<file path="config.mk">
export PLATFORM = sky130hd
export DESIGN_NAME = spi_receiver_flat
export DESIGN_NICKNAME = d
export VERILOG_FILES = /design/src/rtl/spi_receiver_if.sv /design/src/rtl/spi_receiver.sv /design/src/flat_wrapper.sv
export SDC_FILE = /design/constraint.sdc
export NUM_CORES = 1
export LEC_CHECK = 0
export ABC_CLOCK_PERIOD_IN_PS = 1850
export BUFFER_PORTS_ARGS = -buffer_cell sky130_fd_sc_hd__clkbuf_2
export CAP_MARGIN = 30
export CORE_MARGIN = 3
export CORE_UTILIZATION = 47
export DETAILED_ROUTE_END_ITERATION = 7
export PLACE_DENSITY = 0.69
export RECOVER_POWER = 25
export SLEW_MARGIN = 20
export SYNTH_ARGS = -nofsm -noshare
export SYNTH_HDL_FRONTEND = slang
export SYNTH_SLANG_ARGS = --single-unit
</file>
<file path="constraint.sdc">
create_clock -name clock -period 1.85 [get_ports clock]
set_clock_uncertainty 0.15 [all_clocks]
set_input_delay 0.37 -clock clock [delete_from_list [all_inputs] [get_ports clock]]
set_output_delay 0.37 -clock clock [all_outputs]
set_load 0.02 [all_outputs]
</file>
<file path="src/rtl/spi_receiver_if.sv">
// Signal bundle between an SPI master and spi_receiver: the three serial lines
// plus the receiver's parallel word, strobes and busy flag.
interface spi_receiver_if #(
  parameter int bitcount = 8
);
  logic                ss;
  logic                sclk;
  logic                mosi;
  logic [bitcount-1:0] data;
  logic                data_valid;
  logic                error;
  logic                busy;

  modport master (
    output ss,
    output sclk,
    output mosi,
    input  data,
    input  data_valid,
    input  error,
    input  busy
  );

  modport slave (
    input  ss,
    input  sclk,
    input  mosi,
    output data,
    output data_valid,
    output error,
    output busy
  );
endinterface

</file>
<file path="src/rtl/spi_receiver.sv">
// Oversampling SPI slave deserializer: delivers each complete bitcount-bit word
// with a one-cycle valid strobe and flags transfers with the wrong edge count.
module spi_receiver #(
  parameter int bitcount      = 8,
  parameter bit ss_polarity   = 1'b0,
  parameter bit sclk_polarity = 1'b0,
  parameter bit msb_first     = 1'b1
) (
  input  logic    clock,
  input  logic    reset,
  spi_receiver_if.slave spi
);

  localparam int CW = $clog2(bitcount + 2);

  typedef enum logic [1:0] {
    WAIT_IDLE = 2'd0,
    IDLE      = 2'd1,
    ACTIVE    = 2'd2
  } state_t;

  // Lines in bit order: 0 = ss, 1 = sclk, 2 = mosi
  logic [2:0] line_in;
  logic [2:0] s2_vec;
  logic [2:0] s3_vec;

  assign line_in = {spi.mosi, spi.sclk, spi.ss};

  generate
    for (genvar gi = 0; gi < 3; gi++) begin : g_sync
      logic s1_reg;
      logic s2_reg;
      logic s3_reg;

      always_ff @(posedge clock) begin
        s1_reg <= line_in[gi];
        s2_reg <= s1_reg;
        s3_reg <= s2_reg;
      end

      assign s2_vec[gi] = s2_reg;
      assign s3_vec[gi] = s3_reg;
    end
  endgenerate

  logic ss_act_s2;
  logic ss_act_s3;
  logic ss_assert;
  logic ss_deassert;
  logic sclk_sample;
  logic mosi_s2;

  assign ss_act_s2   = (s2_vec[0] == ss_polarity);
  assign ss_act_s3   = (s3_vec[0] == ss_polarity);
  assign ss_assert   = ss_act_s2 & ~ss_act_s3;
  assign ss_deassert = ~ss_act_s2 & ss_act_s3;
  // Sampling edge is the idle-to-active transition of sclk
  assign sclk_sample = (s3_vec[1] == sclk_polarity) && (s2_vec[1] != sclk_polarity);
  assign mosi_s2     = s2_vec[2];

  state_t              state_reg,      state_next;
  logic [CW-1:0]       count_reg,      count_next;
  logic [bitcount-1:0] shift_reg,      shift_next;
  logic [bitcount-1:0] data_reg,       data_next;
  logic                data_valid_reg, data_valid_next;
  logic                error_reg,      error_next;
  logic [bitcount-1:0] shifted_word;

  generate
    if (msb_first) begin : g_msb
      assign shifted_word = {shift_reg[bitcount-2:0], mosi_s2};
    end else begin : g_lsb
      assign shifted_word = {mosi_s2, shift_reg[bitcount-1:1]};
    end
  endgenerate

  always_ff @(posedge clock) begin
    if (reset) begin
      state_reg      <= WAIT_IDLE;
      count_reg      <= '0;
      shift_reg      <= '0;
      data_reg       <= '0;
      data_valid_reg <= 1'b0;
      error_reg      <= 1'b0;
    end else begin
      state_reg      <= state_next;
      count_reg      <= count_next;
      shift_reg      <= shift_next;
      data_reg       <= data_next;
      data_valid_reg <= data_valid_next;
      error_reg      <= error_next;
    end
  end

  always_comb begin
    state_next      = state_reg;
    count_next      = count_reg;
    shift_next      = shift_reg;
    data_next       = data_reg;
    data_valid_next = 1'b0;
    error_next      = 1'b0;

    case (state_reg)
      WAIT_IDLE: begin
        // A transfer already running when reset lifts must be skipped entirely
        if (!ss_act_s2 && !ss_act_s3) begin
          state_next = IDLE;
        end
      end

      IDLE: begin
        if (ss_assert) begin
          count_next = '0;
          shift_next = '0;
          state_next = ACTIVE;
        end
      end

      ACTIVE: begin
        if (sclk_sample) begin
          if (count_reg < CW'(bitcount)) begin
            shift_next = shifted_word;
          end
          if (count_reg < CW'(bitcount + 1)) begin
            count_next = count_reg + 1'b1;
          end
        end
        // End check sees a bit sampled in this same cycle
        if (ss_deassert) begin
          state_next = IDLE;
          if (count_next == CW'(bitcount)) begin
            data_next       = shift_next;
            data_valid_next = 1'b1;
          end else begin
            error_next = 1'b1;
          end
        end
      end

      default: begin
        state_next = WAIT_IDLE;
      end
    endcase
  end

  assign spi.data       = data_reg;
  assign spi.data_valid = data_valid_reg;
  assign spi.error      = error_reg;
  assign spi.busy       = (state_reg == ACTIVE);

endmodule

</file>
<file path="src/flat_wrapper.sv">
// flat-port wrapper written by rule: the top's interface ports become plain ports
module spi_receiver_flat 
#(
  parameter int bitcount      = 8,
  parameter bit ss_polarity   = 1'b0,
  parameter bit sclk_polarity = 1'b0,
  parameter bit msb_first     = 1'b1
)
  (clock, reset, spi_ss, spi_sclk, spi_mosi, spi_data, spi_data_valid, spi_error, spi_busy);
  spi_receiver_if #(.bitcount(bitcount)) spi_i ();
  input  logic clock;
  input  logic reset;
  input wire logic [$bits(spi_i.ss)-1:0] spi_ss;
  input wire logic [$bits(spi_i.sclk)-1:0] spi_sclk;
  input wire logic [$bits(spi_i.mosi)-1:0] spi_mosi;
  output wire logic [$bits(spi_i.data)-1:0] spi_data;
  output wire logic [$bits(spi_i.data_valid)-1:0] spi_data_valid;
  output wire logic [$bits(spi_i.error)-1:0] spi_error;
  output wire logic [$bits(spi_i.busy)-1:0] spi_busy;
  assign spi_i.ss = spi_ss;
  assign spi_i.sclk = spi_sclk;
  assign spi_i.mosi = spi_mosi;
  assign spi_data = spi_i.data;
  assign spi_data_valid = spi_i.data_valid;
  assign spi_error = spi_i.error;
  assign spi_busy = spi_i.busy;
  spi_receiver #(.bitcount(bitcount), .ss_polarity(ss_polarity), .sclk_polarity(sclk_polarity), .msb_first(msb_first)) u_core (.clock(clock), .reset(reset), .spi(spi_i));
endmodule
</file>
# ---- Yosys cells after proc, flatten, opt, wreduce, memory -nomap -nowiden
# Cells that the tools add are included.
dict set report totals {
  register_bits 32
  input_bits 5
  output_inout_bits 11
  elab_cells 53
}
dict set report classes {
  addsub 1
  order_cmp 2
  n_eq_ne 6
  muxes 15
  bitwise 7
  n_reduce_logical 8
}
# operator n
set op_table {}
lappend op_table {{8-bit two-way mux} 3}
lappend op_table {{4-bit two-way mux} 4}
lappend op_table {{8-bit case mux with 2 select lines} 1}
lappend op_table {{4-bit < comparator (second input constant)} 2}
lappend op_table {{4-bit case mux with 2 select lines} 1}
lappend op_table {{2-bit two-way mux} 3}
lappend op_table {{2-bit by 1-bit inequality test with 1-bit output (second input constant)} 3}
lappend op_table {{2-bit case mux with 3 select lines} 1}
lappend op_table {{3-bit AND reduction} 2}
lappend op_table {{1-bit NOT} 5}
lappend op_table {{4-bit by 1-bit adder with 4-bit output (second input constant)} 1}
lappend op_table {{4-bit equality test (second input constant)} 1}
lappend op_table {{3-bit OR reduction} 1}
lappend op_table {{1-bit bitwise AND} 2}
lappend op_table {{2-bit by 1-bit equality test with 1-bit output (second input constant)} 1}
lappend op_table {{2-bit equality test (second input constant)} 1}
lappend op_table {{1-bit logical AND} 2}
lappend op_table {{2-bit zero test} 1}
lappend op_table {{1-bit two-way mux} 2}
lappend op_table {{2-bit AND reduction} 1}
lappend op_table {{2-bit nonzero test} 1}

# ---- Longest topological paths before layout
# Gate-level depths: netlist (run 1).
dict set report depth {
  word_depth 6
  mapped_depth 8
  mapped_depth_nobuf 7
}

# ---- Worst setup path after synthesis (run 1)
# OpenSTA, ideal clock, no wires.
dict set report synth_path {
  path_kind {reg-to-reg}
  startpoint {reg u_core.count_reg[0]}
  endpoint {reg u_core.data_valid_reg, in the netlist u_core.spi.data_valid}
  setup_time_ps 114
  arrival_time_ps 1718
  required_time_ps 1586
  setup_slack_ps -132
  stages_incl_launch_ff 9
  path_buffers 1
  period_less_slack_ps 1982
  path_cell_list {dfxtp_1 > inv_1 > ha_1 > inv_1 > a221oi_1 > a221oi_4 > and2_1 > buf_6 > and2b_1}
}
dict set report synth_between {
  elab_chain_cells 6
  elab_cells_between_ends 7
  cone_classes {add/sub: 1; order compare: 1; eq/ne: 1; mux: 4}
}
# item line_no
set synth_lines {}
lappend synth_lines {{start: declaration} spi_receiver.sv:62} ;# logic [CW-1:0] count_reg, count_next;
lappend synth_lines {{start signal: assignment} spi_receiver.sv:87} ;# count_reg <= count_next;
lappend synth_lines {{4-bit by 1-bit adder with 4-bit output / 4-bit < comparator (equally long branches)} {spi_receiver.sv:125, spi_receiver.sv:124}}
lappend synth_lines {{4-bit two-way mux} spi_receiver.sv:124} ;# if (count_reg < CW'(bitcount + 1)) begin
lappend synth_lines {{4-bit two-way mux (*)} spi_receiver.sv:120} ;# if (sclk_sample) begin
lappend synth_lines {{4-bit two-way mux (*)} spi_receiver.sv:103} ;# case (state_reg)
lappend synth_lines {{4-bit equality test (*)} spi_receiver.sv:131} ;# if (count_next == CW'(bitcount)) begin
lappend synth_lines {{1-bit two-way mux (*)} spi_receiver.sv:131}
lappend synth_lines {{end signal: assignment} spi_receiver.sv:90} ;# data_valid_reg <= data_valid_next;
lappend synth_lines {{end: declaration} spi_receiver.sv:65} ;# logic data_valid_reg, data_valid_next;
# Every way passes the cells marked *; elsewhere a longest branch is shown, timed or not. The select of a mux whose other input is x is not followed.
# A chain may end at the register's enable or synchronous reset.

# ---- Worst setup path after layout (run 1)
dict set report layout_path {
  startpoint {reg u_core.count_reg[0]}
  endpoint {reg u_core.data_reg[5], in the netlist u_core.spi.data[5]}
}
dict set report layout_between {
  elab_chain_cells 6
  elab_cells_between_ends 10
  cone_classes {add/sub: 1; order compare: 2; eq/ne: 1; mux: 5; reduce/logical: 1}
}
# item line_no
set layout_lines {}
lappend layout_lines {{4-bit by 1-bit adder with 4-bit output / 4-bit < comparator (equally long branches)} {spi_receiver.sv:125, spi_receiver.sv:124}}
lappend layout_lines {{4-bit two-way mux} spi_receiver.sv:124}
lappend layout_lines {{4-bit two-way mux} spi_receiver.sv:120}
lappend layout_lines {{4-bit two-way mux} spi_receiver.sv:103}
lappend layout_lines {{4-bit equality test} spi_receiver.sv:131}
lappend layout_lines {{3-bit AND reduction (no source line)} -}
lappend layout_lines {{end signal: assignment} spi_receiver.sv:89} ;# data_reg <= data_next;
lappend layout_lines {{end: declaration} spi_receiver.sv:64} ;# logic [bitcount-1:0] data_reg, data_next;
# Parallel ways exist; a longest one is shown, timed or not. The select of a mux whose other input is x is not followed.

==> flow_summary.json, run 1 <==
{
  "status": "finished, final reports clean",
  "clk-insertion-delay-late_ns": 0.33,
  "antenna_found_initial": 0,
  "synth_top_area_cell": "dfxtp_1",
  "final_area_um2": 1700,
  "reg2regPathDepth": 7,
  "first_global_vias": 929,
  "first_pass_iters": 4,
  "relSlewSlack": 0.615,
  "multi_input_area_um2": 723,
  "max_cap_viol_count": 0,
  "synth_cell_types": 35,
  "viasPerCell": 5.69,
  "yosys.area_share.simple": 0.169,
  "cp_cell_sequence": "inv_4 > ha_4 > nand2b_4 > and2_4 > a221oi_4 > and2_4 > a211oi_2",
  "synth_top_cell_area_share": 0.476,
  "synth_xor_area_frac": 0,
  "row_count": 18,
  "design.core.area_um2": 2590,
  "clock_sinks": 32,
  "ant_nets": 0,
  "yosys.area_share.adder": 0.0186,
  "start_util": 0.519,
  "gp_congestion": 0.860,
  "drt_iter0_drc": 33,
  "crit_slowest_cell": "dfxtp_4",
  "post_drt_wl_per_cell_um": 14.1,
  "port_buffers": 15,
  "max_stage_delay_ns": 0.37,
  "vias": 1103,
  "synth-compound-area-share": 0.228,
  "path_max_fanout": 5,
  "grt_usage": 0.169,
  "cts_htree_levels": 2,
  "num_io_pins": 16,
  "synth_top_family_by_area": "compound AO/OA/AOI/OAI gates",
  "worstHoldEndpoint": "u_core.g_sync[1].s2_reg",
  "crit_type": "register to register",
  "hp-start": "u_core.g_sync[1].s1_reg",
  "grt_start_max_net_pins": 25,
  "nNetsFinal": 170,
  "powerDensity_nw_per_um2": 750,
  "ys_seq_elements": 32,
  "crit_buf_inv": 1,
  "endpoint_kind": "register",
  "post_dp_cell_area_um2": 1500,
  "worst_pin_slew_ns": 0.577,
  "cpMostUsedCell": "and2_4",
  "clk_pin_slew_ns": 0.10,
  "fmax_ghz": 0.560,
  "grt_pass1_wl_mm": 4.31,
  "syn-num-nets": 137,
  "hold_path_depth": 0,
  "die_x_um": 59.5,
  "dieArea_um2": 3540,
  "yosys-mux-area-fraction": 0.0744,
  "clk_path_buf_depth": 2,
  "min_period_over_period": 0.966,
  "yosys_warnings": 0,
  "cp-startpoint": "u_core.count_reg[0]",
  "setup-violations-final": 0,
  "synth_area_leaders": "dfxtp_1 48%, a211oi_2 7.4%, mux2i_1 7.4%, a22oi_1 5.6%, nor2_1 4.7%",
  "wl_mm": 2.74,
  "dp_hpwl_mm": 1.84,
  "register_area_um2": 648,
  "fillers": 207,
  "drc": 0,
  "min_path_type": "register to register",
  "dpl.cell_count": 177,
  "drive_gt1_frac": 0.396,
  "cp_top_family": "simple AND/OR/NAND/NOR gates",
  "numCtsBuffers": 5,
  "syn-cell-area_um2": 1350,
  "synth_cells": 130,
  "rsz0062_at_grt": "yes",
  "area_growth_pct": 26.7,
  "leakage_nw": 0.673,
  "stdcell_count": 194,
  "startpoint_type": "register",
  "critPathRequiredTime_ns": 1.89,
  "die_h_um": 59.5,
  "diodes": 0,
  "finalHoldViolCount": 0,
  "cts_tree": "done",
  "slew_violations": 0,
  "timing.rr.end": "u_core.spi.data[5]",
  "min_period_ns": 1.79,
  "avgSynthCellArea_um2": 10.3,
  "rrSetupSlack_ns": 0.06,
  "vdd.ir_drop.worst_mv": 0.856,
  "r2r_start": "u_core.count_reg[0]",
  "grt-ovfl-total": 0,
  "arrival_ns": 1.83,
  "ys_seq_area_frac": 0.476,
  "cts_root_buf": "clkbuf_4",
  "power_mw": 1.28
}
==> worst max path at each step <==
stage,endpoint,slack [ns],cells past startpoint
6_report,u_core.spi.data[5],0.06,7
5_1_grt,u_core.spi.data[0],-0.05,8
4_1_cts,u_core.spi.data[7],0.008,8
3_5_place_dp,u_core.spi.data[7],-0.12,6
3_3_place_gp,u_core.spi.data[7],-0.07,7
2_1_floorplan,u_core.spi.data_valid,0.007,8
==> worst register-to-register path: cells and delay by family, from the launching register on <==
kind | cells | cell delay, ns
adder cells (fa/ha/maj) | 1 | 0.14
AND/OR/NAND/NOR | 3 | 0.49
AO/OA/AOI/OAI | 2 | 0.43
buffers and inverters | 1 | 0.06
flip-flops | 1 | 0.37
==> cell usage in the layout, fill, tap and decap left out, types with 4 or more instances in the layout <==
master and n:
a211oi_2 8, a21oi_1 6, a21oi_2 5, a22oi_1 10, buf_4 9, clkbuf_2 15
clkbuf_4 5, dfxtp_1 30, mux2i_1 10, nand2_1 4, nor2_1 17
==> layer usage <==
| metal | share of wire | GRT usage |
|---|---|---|
| met5 | 0 | 0 |
| met4 | 0.020 | 0.0854 |
| met3 | 0.049 | 0.0588 |
| met2 | 0.45 | 0.232 |
| met1 | 0.48 | 0.233 |
==> Yosys cell counts (all sizes together) <==
library cell / instances
nor3: 3
mux2i: 10
nand4bb: 1
or2: 1
nand2b: 3
ha: 2
inv: 5
o22a: 1
nor4bb: 1
dfxtp: 32
a211oi: 9
nor2b: 2
o21ai: 1
o21bai: 1
o22ai: 1
a31oi: 1
and4bb: 1
nor2: 19
clkbuf: 1
buf: 3
and2b: 2
a21oi: 11
nand2: 4
and2: 2
and3: 1
a221oi: 2
a22oi: 10
==> report_power, final <==
part           internal, mW  total (mW)  switching (mW)
Sequential            0.697       0.705         0.00786
Combinational        0.0244      0.0542          0.0298
Clock                 0.283       0.519           0.235
==> final cells by class <==
type                            instances  area share
Multi-Input combinational cell         90       0.424
Sequential cell                        32       0.380
Timing Repair Buffer                   29       0.115
Clock buffer                            6      0.0242
Tap cell                               30      0.0220
Clock inverter                          2      0.0206
Inverter                                5      0.0140
==> cells by family (layout without fill, tap and decap cells) <==
logic type | after synthesis | count (layout)
adders and majority gates | 2 | 2
buffers and inverters | 9 | 42
DFF | 32 | 32
AOI/OAI and AO/OA | 37 | 37
muxes | 10 | 10
and+or+nand+nor | 40 | 41
==> repair_timing <==
item | in CTS | in global routing
hold endpoints to repair | 3 | 0
hold buffers | 3 | 0
pin swaps | 0 | 13
setup endpoints to repair | 9 | 18
gates cloned | 0 | 2
resized for setup | 4 | 16
buffers inserted | 0 | 4
==> metrics by stage <==
stage | worst slack (ns) | util | hold WS, ns | TNS [ns]
after global routing | -0.0458 | 0.658 | 0.193 | -0.238
after detailed placement | -0.116 | 0.578 | 0.162 | -0.838
final | 0.0636 | 0.658 | 0.185 | 0
after global placement | -0.0652 | 0.578 | 0.161 | -0.546
after floorplan | 0.00726 | - | 0.160 | 0
after CTS | 0.00837 | 0.622 | 0.185 | 0
(Power assumes the default switching activity.)
==> run 2, diff against run 1 <==
- REMOVE_ABC_BUFFERS: not set -> 1
==> flow_summary.json, run 2 (same netlist as run 1, synthesis figures left out) <==
{
  "startpoint_type": "register",
  "min_period_over_period": 0.964,
  "cpMostUsedCell": "and2_4",
  "finalWorstSetupSlack_ns": 0.0664,
  "switchingPower_mw": 0.272,
  "crit_slowest_cell": "dfxtp_2",
  "crit_end": "u_core.spi.data[6]",
  "post_drt_wl_per_cell_um": 14.2,
  "first_global_vias": 1091,
  "multi_input_area_um2": 712,
  "cp_cell_sequence": "inv_2 > ha_4 > nand2b_4 > and2_4 > a221oi_4 > and2_4 > a211oi_2",
  "first_pass_iters": 4,
  "row_count": 18,
  "hp-start": "u_core.g_sync[1].s1_reg",
  "fillers": 210,
  "cts_tree": "done",
  "slew_violations": 0,
  "gp_congestion": 0.832,
  "drive_gt1_frac": 0.384,
  "num_io_pins": 16,
  "timing.rr.end": "u_core.spi.data[6]",
  "max_cap_viol_count": 0,
  "clock_sinks": 32,
  "min_path_type": "register to register",
  "diodes": 0,
  "critPathRequiredTime_ns": 1.89,
  "layout_common_cells": "29 x dfxtp_1, 17 x nor2_1, 15 x clkbuf_2",
  "cts_setup_buffers": 0,
  "area_growth_pct": 25.3,
  "endpoint_kind": "register",
  "cp-startpoint": "u_core.count_reg[0]",
  "viasPerCell": 5.60,
  "cts_root_buf": "clkbuf_4",
  "internal-power_mw": 0.912,
  "finalHoldViolCount": 0,
  "register_area_um2": 644,
  "numCtsBuffers": 5,
  "port_buffers": 15,
  "vdd.ir_drop.worst_mv": 0.592,
  "max_stage_delay_ns": 0.34,
  "dpl.cell_count": 182,
  "stdcell_count": 194,
  "wl_mm": 2.76,
  "r2r_start": "u_core.count_reg[0]",
  "grt_usage": 0.180,
  "final_util": 0.651,
  "crit_type": "register to register",
  "dieArea_um2": 3540,
  "seqPwrFrac": 0.597,
  "power_mw": 1.18,
  "cts_htree_levels": 2,
  "ant_nets": 0,
  "setup-violations-final": 0,
  "design.core.area_um2": 2590,
  "clk_path_buf_depth": 2,
  "vias": 1086,
  "min_period_ns": 1.78,
  "dp_hpwl_mm": 1.87,
  "reg2regPathDepth": 7,
  "drc": 0,
  "arrival_ns": 1.82,
  "leakage_nw": 0.655,
  "rsz0062_at_grt": "yes",
  "rrSetupSlack_ns": 0.07,
  "fmax_ghz": 0.561,
  "antenna_found_initial": 0,
  "relSlewSlack": 0.617,
  "dp_slack_ns": -0.156,
  "grt_start_max_net_pins": 25,
  "powerDensity_nw_per_um2": 703,
  "grt-ovfl-total": 0,
  "clkPwrFrac": 0.355,
  "nNetsFinal": 170,
  "status": "finished, final reports clean",
  "layout_commonest_cell": "dfxtp_1",
  "power_frac_comb": 0.048,
  "die_h_um": 59.5,
  "p_sw_frac": 0.230,
  "path_max_fanout": 9,
  "grt_pass1_wl_mm": 4.63,
  "clk-insertion-delay-late_ns": 0.34,
  "die_x_um": 59.5,
  "worst_pin_slew_ns": 0.575,
  "start_util": 0.519,
  "drt_iter0_drc": 31,
  "fin_tns_setup_ns": 0,
  "clk_pin_slew_ns": 0.09
}
run 2: cell types whose count changed in the layout (fill, tap and decap cells not counted), sizes merged:
cell	delta
and2	-1
buf	+1
bufinv	-1
clkbuf	+1
clkinv	-1
clkinvlp	+1
run 2: timing repair:
| action | CTS | global route |
|---|---|---|
| endpoints found under the hold margin | 3 | 0 |
| cloned | 0 | 1 |
| setup endpoints to repair | 10 | 10 |
| gates resized for setup | 6 | 15 |
| pin swaps | 0 | 9 |
| hold buffers | 3 | 0 |
run 2: worst min path at each step:
| stage | to | slack (ns) | cells past startpoint |
|---|---|---|---|
| floorplan | u_core.g_sync[0].s2_reg | 0.16 | 0 |
| global placement | u_core.g_sync[1].s2_reg | 0.16 | 0 |
| detailed placement | u_core.g_sync[1].s2_reg | 0.16 | 0 |
| CTS | u_core.g_sync[1].s2_reg | 0.19 | 0 |
| global route | u_core.g_sync[0].s2_reg | 0.20 | 0 |
| finish | u_core.g_sync[1].s2_reg | 0.19 | 0 |
run 2: cell type report:
class / instances / area share
well taps: 30 / 0.0223
multi-input cells: 89 / 0.422
repair buffers: 30 / 0.125
clock buffers: 7 / 0.0327
clock inverters: 1 / 0.00445
inverters: 5 / 0.0111
flip-flops and latches: 32 / 0.382
run 2: critical path, delay by kind of cell, from the launching register on:
family	cells	cell delay [ns]
buffers and inverters	1	0.07
AOI/OAI and AO/OA	2	0.41
and+or+nand+nor	3	0.53
DFF	1	0.34
adders and majority gates	1	0.15
run 2: stage by stage:
stage | instance area [µm²] | hold slack [ns]
floorplan | 1320 | 0.160
global placement | 1510 | 0.160
detailed placement | 1510 | 0.165
CTS | 1630 | 0.189
global route | 1690 | 0.198
finish | 1690 | 0.187
run 2: routing by layer:
layer	track usage	share of wire	vias to the layer above
met3	0.0697	0.045	10
met2	0.290	0.46	25
met4	0.117	0.034	0
li1	-	-	537
met5	0	0	-
met1	0.194	0.47	514
run 2: power groups by stage:
stage	clock network, mW	registers (mW)	logic (mW)
finish	0.420	0.707	0.0570
global route	0.465	0.709	0.0620
CTS	0.435	0.707	0.0548
detailed placement	0	0.723	0.0491
global placement	0	0.723	0.0479
floorplan	0	0.721	0.0267
